===== src/rtl/dmem_arbiter.sv =====
`default_nettype none
// ============================================================================
// Module   : dmem_arbiter
// Purpose  : Two-requester arbiter in front of a single-port data memory;
//            each access takes one ACCESS cycle. Define DMEM_ARB_RR_EN for
//            round-robin tie-breaking (default: fixed priority, port 0 wins).
// Revision : 1.0 - initial release
// ============================================================================
module dmem_arbiter #(
  parameter int ADDR_W = 12,
  parameter int DATA_W = 32
) (
  input  logic              clk,
  input  logic              rst_n,
  input  logic              req_0,
  input  logic              we_0,
  input  logic [ADDR_W-1:0] addr_0,
  input  logic [DATA_W-1:0] wdata_0,
  output logic              gnt_0,
  output logic              rvalid_0,
  output logic [DATA_W-1:0] rdata_0,
  input  logic              req_1,
  input  logic              we_1,
  input  logic [ADDR_W-1:0] addr_1,
  input  logic [DATA_W-1:0] wdata_1,
  output logic              gnt_1,
  output logic              rvalid_1,
  output logic [DATA_W-1:0] rdata_1,
  output logic [ADDR_W-1:0] mem_a,
  output logic [DATA_W-1:0] mem_wd,
  output logic              mem_we,
  input  logic [DATA_W-1:0] mem_rd,
  output logic              busy
);

  localparam logic [0:0] S_IDLE   = 1'b0;
  localparam logic [0:0] S_ACCESS = 1'b1;

  logic [0:0]        state, state_nxt;
  logic [ADDR_W-1:0] addr_q;
  logic [DATA_W-1:0] wd_q;
  logic              we_q;
  logic              owner_q;
  logic              win;
  logic              accept;
  logic              rd_done;

  assign accept  = (state == S_IDLE) && (req_0 || req_1);
  assign rd_done = (state == S_ACCESS) && !we_q;

`ifdef DMEM_ARB_RR_EN
  logic last_q;

  // On a tie the port that did not win last time goes first.
  always_comb win = (req_0 && req_1) ? ~last_q : req_1;

  always_ff @(posedge clk or negedge rst_n) begin
    if (!rst_n)      last_q <= 1'b1;
    else if (accept) last_q <= win;
  end
`else
  always_comb win = ~req_0;
`endif

  // State register
  always_ff @(posedge clk or negedge rst_n) begin
    if (!rst_n) state <= S_IDLE;
    else        state <= state_nxt;
  end

  // Next-state logic
  always_comb begin
    state_nxt = state;
    case (state)
      S_IDLE:   if (req_0 || req_1) state_nxt = S_ACCESS;
      S_ACCESS: state_nxt = S_IDLE;
      default:  state_nxt = S_IDLE;
    endcase
  end

  // Output logic; mem_we is gated by state so reset kills a write at once.
  always_comb begin
    busy   = (state == S_ACCESS);
    mem_we = (state == S_ACCESS) && we_q;
    mem_a  = addr_q;
    mem_wd = wd_q;
  end

  always_ff @(posedge clk or negedge rst_n) begin
    if (!rst_n) begin
      addr_q  <= '0;
      wd_q    <= '0;
      we_q    <= 1'b0;
      owner_q <= 1'b0;
    end else if (accept) begin
      addr_q  <= win ? addr_1  : addr_0;
      wd_q    <= win ? wdata_1 : wdata_0;
      we_q    <= win ? we_1    : we_0;
      owner_q <= win;
    end
  end

  always_ff @(posedge clk or negedge rst_n) begin
    if (!rst_n) begin
      gnt_0    <= 1'b0;
      gnt_1    <= 1'b0;
      rvalid_0 <= 1'b0;
      rvalid_1 <= 1'b0;
      rdata_0  <= '0;
      rdata_1  <= '0;
    end else begin
      gnt_0    <= accept && !win;
      gnt_1    <= accept && win;
      rvalid_0 <= rd_done && !owner_q;
      rvalid_1 <= rd_done && owner_q;
      if (rd_done && !owner_q) rdata_0 <= mem_rd;
      if (rd_done && owner_q)  rdata_1 <= mem_rd;
    end
  end

endmodule
`default_nettype wire


===== config.mk =====
export PLATFORM = sky130hd
export DESIGN_NAME = dmem_arbiter
export DESIGN_NICKNAME = d
export VERILOG_FILES = /design/src/rtl/dmem_arbiter.sv
export SDC_FILE = /design/constraint.sdc
export NUM_CORES = 1
export LEC_CHECK = 0
export ABC_AREA = 1
export ABC_CLOCK_PERIOD_IN_PS = 1200
export CAP_MARGIN = 20
export CORE_MARGIN = 8
export CORE_UTILIZATION = 37
export DETAILED_ROUTE_END_ITERATION = 6
export GPL_ROUTABILITY_DRIVEN = 0
export PLACE_DENSITY = 0.78
export SYNTH_ARGS = -nofsm -noshare
export SYNTH_HDL_FRONTEND = slang
export SYNTH_SLANG_ARGS = --single-unit

===== constraint.sdc =====
create_clock -name clk -period 1.2 [get_ports clk]
set_input_delay 0.3 -clock clk [delete_from_list [all_inputs] [get_ports clk]]
set_output_delay 0.3 -clock clk [all_outputs]
set_load 0.01 [all_outputs]

==> results.cfg <==
[routing]
drt-pass1-iter-count = 5
antenna_left = 0
drc = 0
wl_per_cell_microns = 17.9
vias = 5868
vias_per_cell = 5.04
drtIter0Drc = 382
routed_wl_microns = 20900

[floorplan]
core-area_sq_um = 13700
io_pins = 240
die_w_microns = 134
fp-row-count = 43
die_area_sq_um = 17900
start_util_pct = 37.3
fp.dieH_microns = 134

[logic_synthesis]
syn_nets = 769
syn_area_sq_um = 5120
ys.warnings.count = 0
synth_top_area_share_pct = 56.2
synth_top_area_cell = dfrtp_1
synth.yosys.seq_area_share_pct = 56.2
synth_area_leaders = dfrtp_1 56%, nand2_1 26%, nand4_1 7.8%
postSynthCellCount = 643
syn_area_per_cell_sq_um = 7.96
synth_cell_types = 12
ys_ff_latch = 115

[clock_tree]
clk_pin_slew_worst_paths_ps = 60
clock_latency_ps = 400
clockRootBuffer = clkbuf_16
clk_path_buf_depth = 2
clock-sinks = 115
cts_tree = done
h-tree-depth = 4
cts_buffers = 17

[sta]
final.setup.worst_slack_ps = -211
timing.hold.ws_ps = 338
fin_crit_sh_pct = 118
finalCriticalPeriod_ps = 1410
worst_pin_slew_ps = 330
fmax_mhz = 709
skew_ps = 9.66
tns_ps = -10570
slew_violations = 0
rsz0062_at_grt = yes
relSlewSlack_pct = 78.0
setup_viol = 210
final_hold_viol_count = 0

[pwr]
powerDensity_nw_per_um2 = 2140
leakage_nw = 5.01
ir_worst_vdd_v = 0.00111

[outcome]
status = finished with violations
violations = setup timing

[finish]
fin_nets = 1097
fin_util_pct = 68.8
stdcell_area_sq_um = 9440
areaGrowthSynthToFinish_pct = 84.4
antennaDiodeCount = 0
layout.cells.non_filler = 1164
drive_gt1_share_pct = 28.3

[critical_path]
crit_family = buffers and inverters
required_ps = 1530
cp-end-kind = flip-flop
crit_path_max_fanout = 11
slowest_delay_ps = 420
cp_cell_sequence = buf_4 -> inv_8 -> nand2_8 -> nand2_8 -> buf_12 -> buf_16 -> nand2_1 -> nand2_1
startpoint_type = flip-flop
worstPathArrival_ps = 1740
cp_slowest_cell = dfrtp_2
critPathKind = flip-flop to flip-flop
worst-path-buf-inv = 4

[grt]
grt_pass1_vias = 5939
antenna_found_initial = 0
grt_usage_pct = 22.5
grt_pass1_wl_microns = 31800
grt_max_degree = 46
gr-total-overflow = 0

[hold_path]
hold_class = input port to asynchronous set/reset pin

[placed_design]
io_buffers = 239
place_inst = 1037
dpl_cell_area_sq_um = 7840
hpwl_microns = 12600

[run]
maxCapViolations = 0
## cell type report
type / count / area (sq um)
Inverter: 8 / 37.5
Timing Repair Buffer: 359 / 3640
Multi-Input combinational cell: 470 / 2050
Tap cell: 180 / 225
Clock buffer: 20 / 457
Clock inverter: 12 / 153
Fill cell: 1024 / 4280
Sequential cell: 115 / 2880
## worst register-to-register path, cell delays in order (launching register included)
cell     delay (ps)
dfrtp_2         420
buf_4           160
inv_8            80
nand2_8          90
nand2_8         150
buf_12          120
buf_16          130
nand2_1          90
nand2_1         100
## power by group
group / switching (mW) / total (mW) / internal (mW)
clock network: 1.86 / 5.24 / 3.38
registers: 0.999 / 6.33 / 5.33
logic: 3.86 / 8.65 / 4.79
## stage by stage
| stage | worst slack (ps) | total power, mW |
|---|---|---|
| floorplan | 13.0 | 8.72 |
| global placement | -185 | 13.0 |
| detailed placement | -253 | 13.2 |
| CTS | -188 | 19.0 |
| global route | -262 | 21.3 |
| finish | -211 | 20.2 |
## repair_timing
item                                    in CTS  in global routing
pin swaps                                    2                  2
endpoints found under the setup margin     197                228
buffers inserted                            44                 40
gates resized for setup                    538                 30
gates cloned                                10                  1
hold endpoints to repair                    14                  0
hold buffers                                 1                  0
## sequential cells by signal (all words and copies together), names as in the netlist
name	count
gnt_1	1
rdata_1	32
mem_a	12
busy	1
rvalid_1	1
rvalid_0	1
mem_wd	32
rdata_0	32
we_q	1
owner_q	1
gnt_0	1
## cells in the final DEF (no fill, tap or decap), types with 2 or more instances in the layout
| cell type | count |
|---|---|
| clkinv_2 | 3 |
| clkbuf_16 | 18 |
| nand2_1 | 354 |
| nand3_2 | 3 |
| buf_16 | 8 |
| buf_4 | 85 |
| inv_2 | 3 |
| nand4_1 | 64 |
| inv_6 | 2 |
| nand3_1 | 44 |
| buf_2 | 47 |
| dfrtp_1 | 114 |
| clkinvlp_4 | 4 |
| inv_1 | 4 |
| nand2_8 | 3 |
| bufbuf_16 | 2 |
| clkbuf_8 | 2 |
| bufinv_16 | 3 |
| buf_12 | 20 |
| clkdlybuf4s50_1 | 123 |
| buf_6 | 71 |
## path summary, 6_finish.rpt
kind | startpoint | end | slack [ps] | depth (start not counted)
min in group clk | req_0 | gnt_1 | 390 | 3
max reg2reg | busy | mem_wd[22] | -210 | 8
max | busy | mem_wd[22] | -210 | 8
min | rst_n | rdata_0[3] | 340 | 2
min reg2reg | rdata_0[8] | rdata_0[8] | 470 | 2
max in group asynchronous | rst_n | mem_wd[21] | 390 | 3
## cells in the mapped netlist
cell type    n
a21oi_1      1
buf_1        3
buf_2       29
buf_4        1
clkbuf_1    17
dfrtp_1    115
inv_1        5
inv_2        3
nand2_1    357
nand3_1     47
nand4_1     64
nor2_1       1
## logic make-up after synthesis
logic type             Yosys count  synth area share (%)
AOI/OAI and AO/OA                1                0.0977
and+or+nand+nor                469                  38.7
DFF                            115                  56.2
buffers and inverters           58                  5.03
## per-layer routing
layer,global-route usage (%),routed length [microns]
met1,26.9,8250
met2,37.4,10200
met3,8.28,2140
met4,6.05,265
met5,0,0
Power figures use the tool's default switching activity.
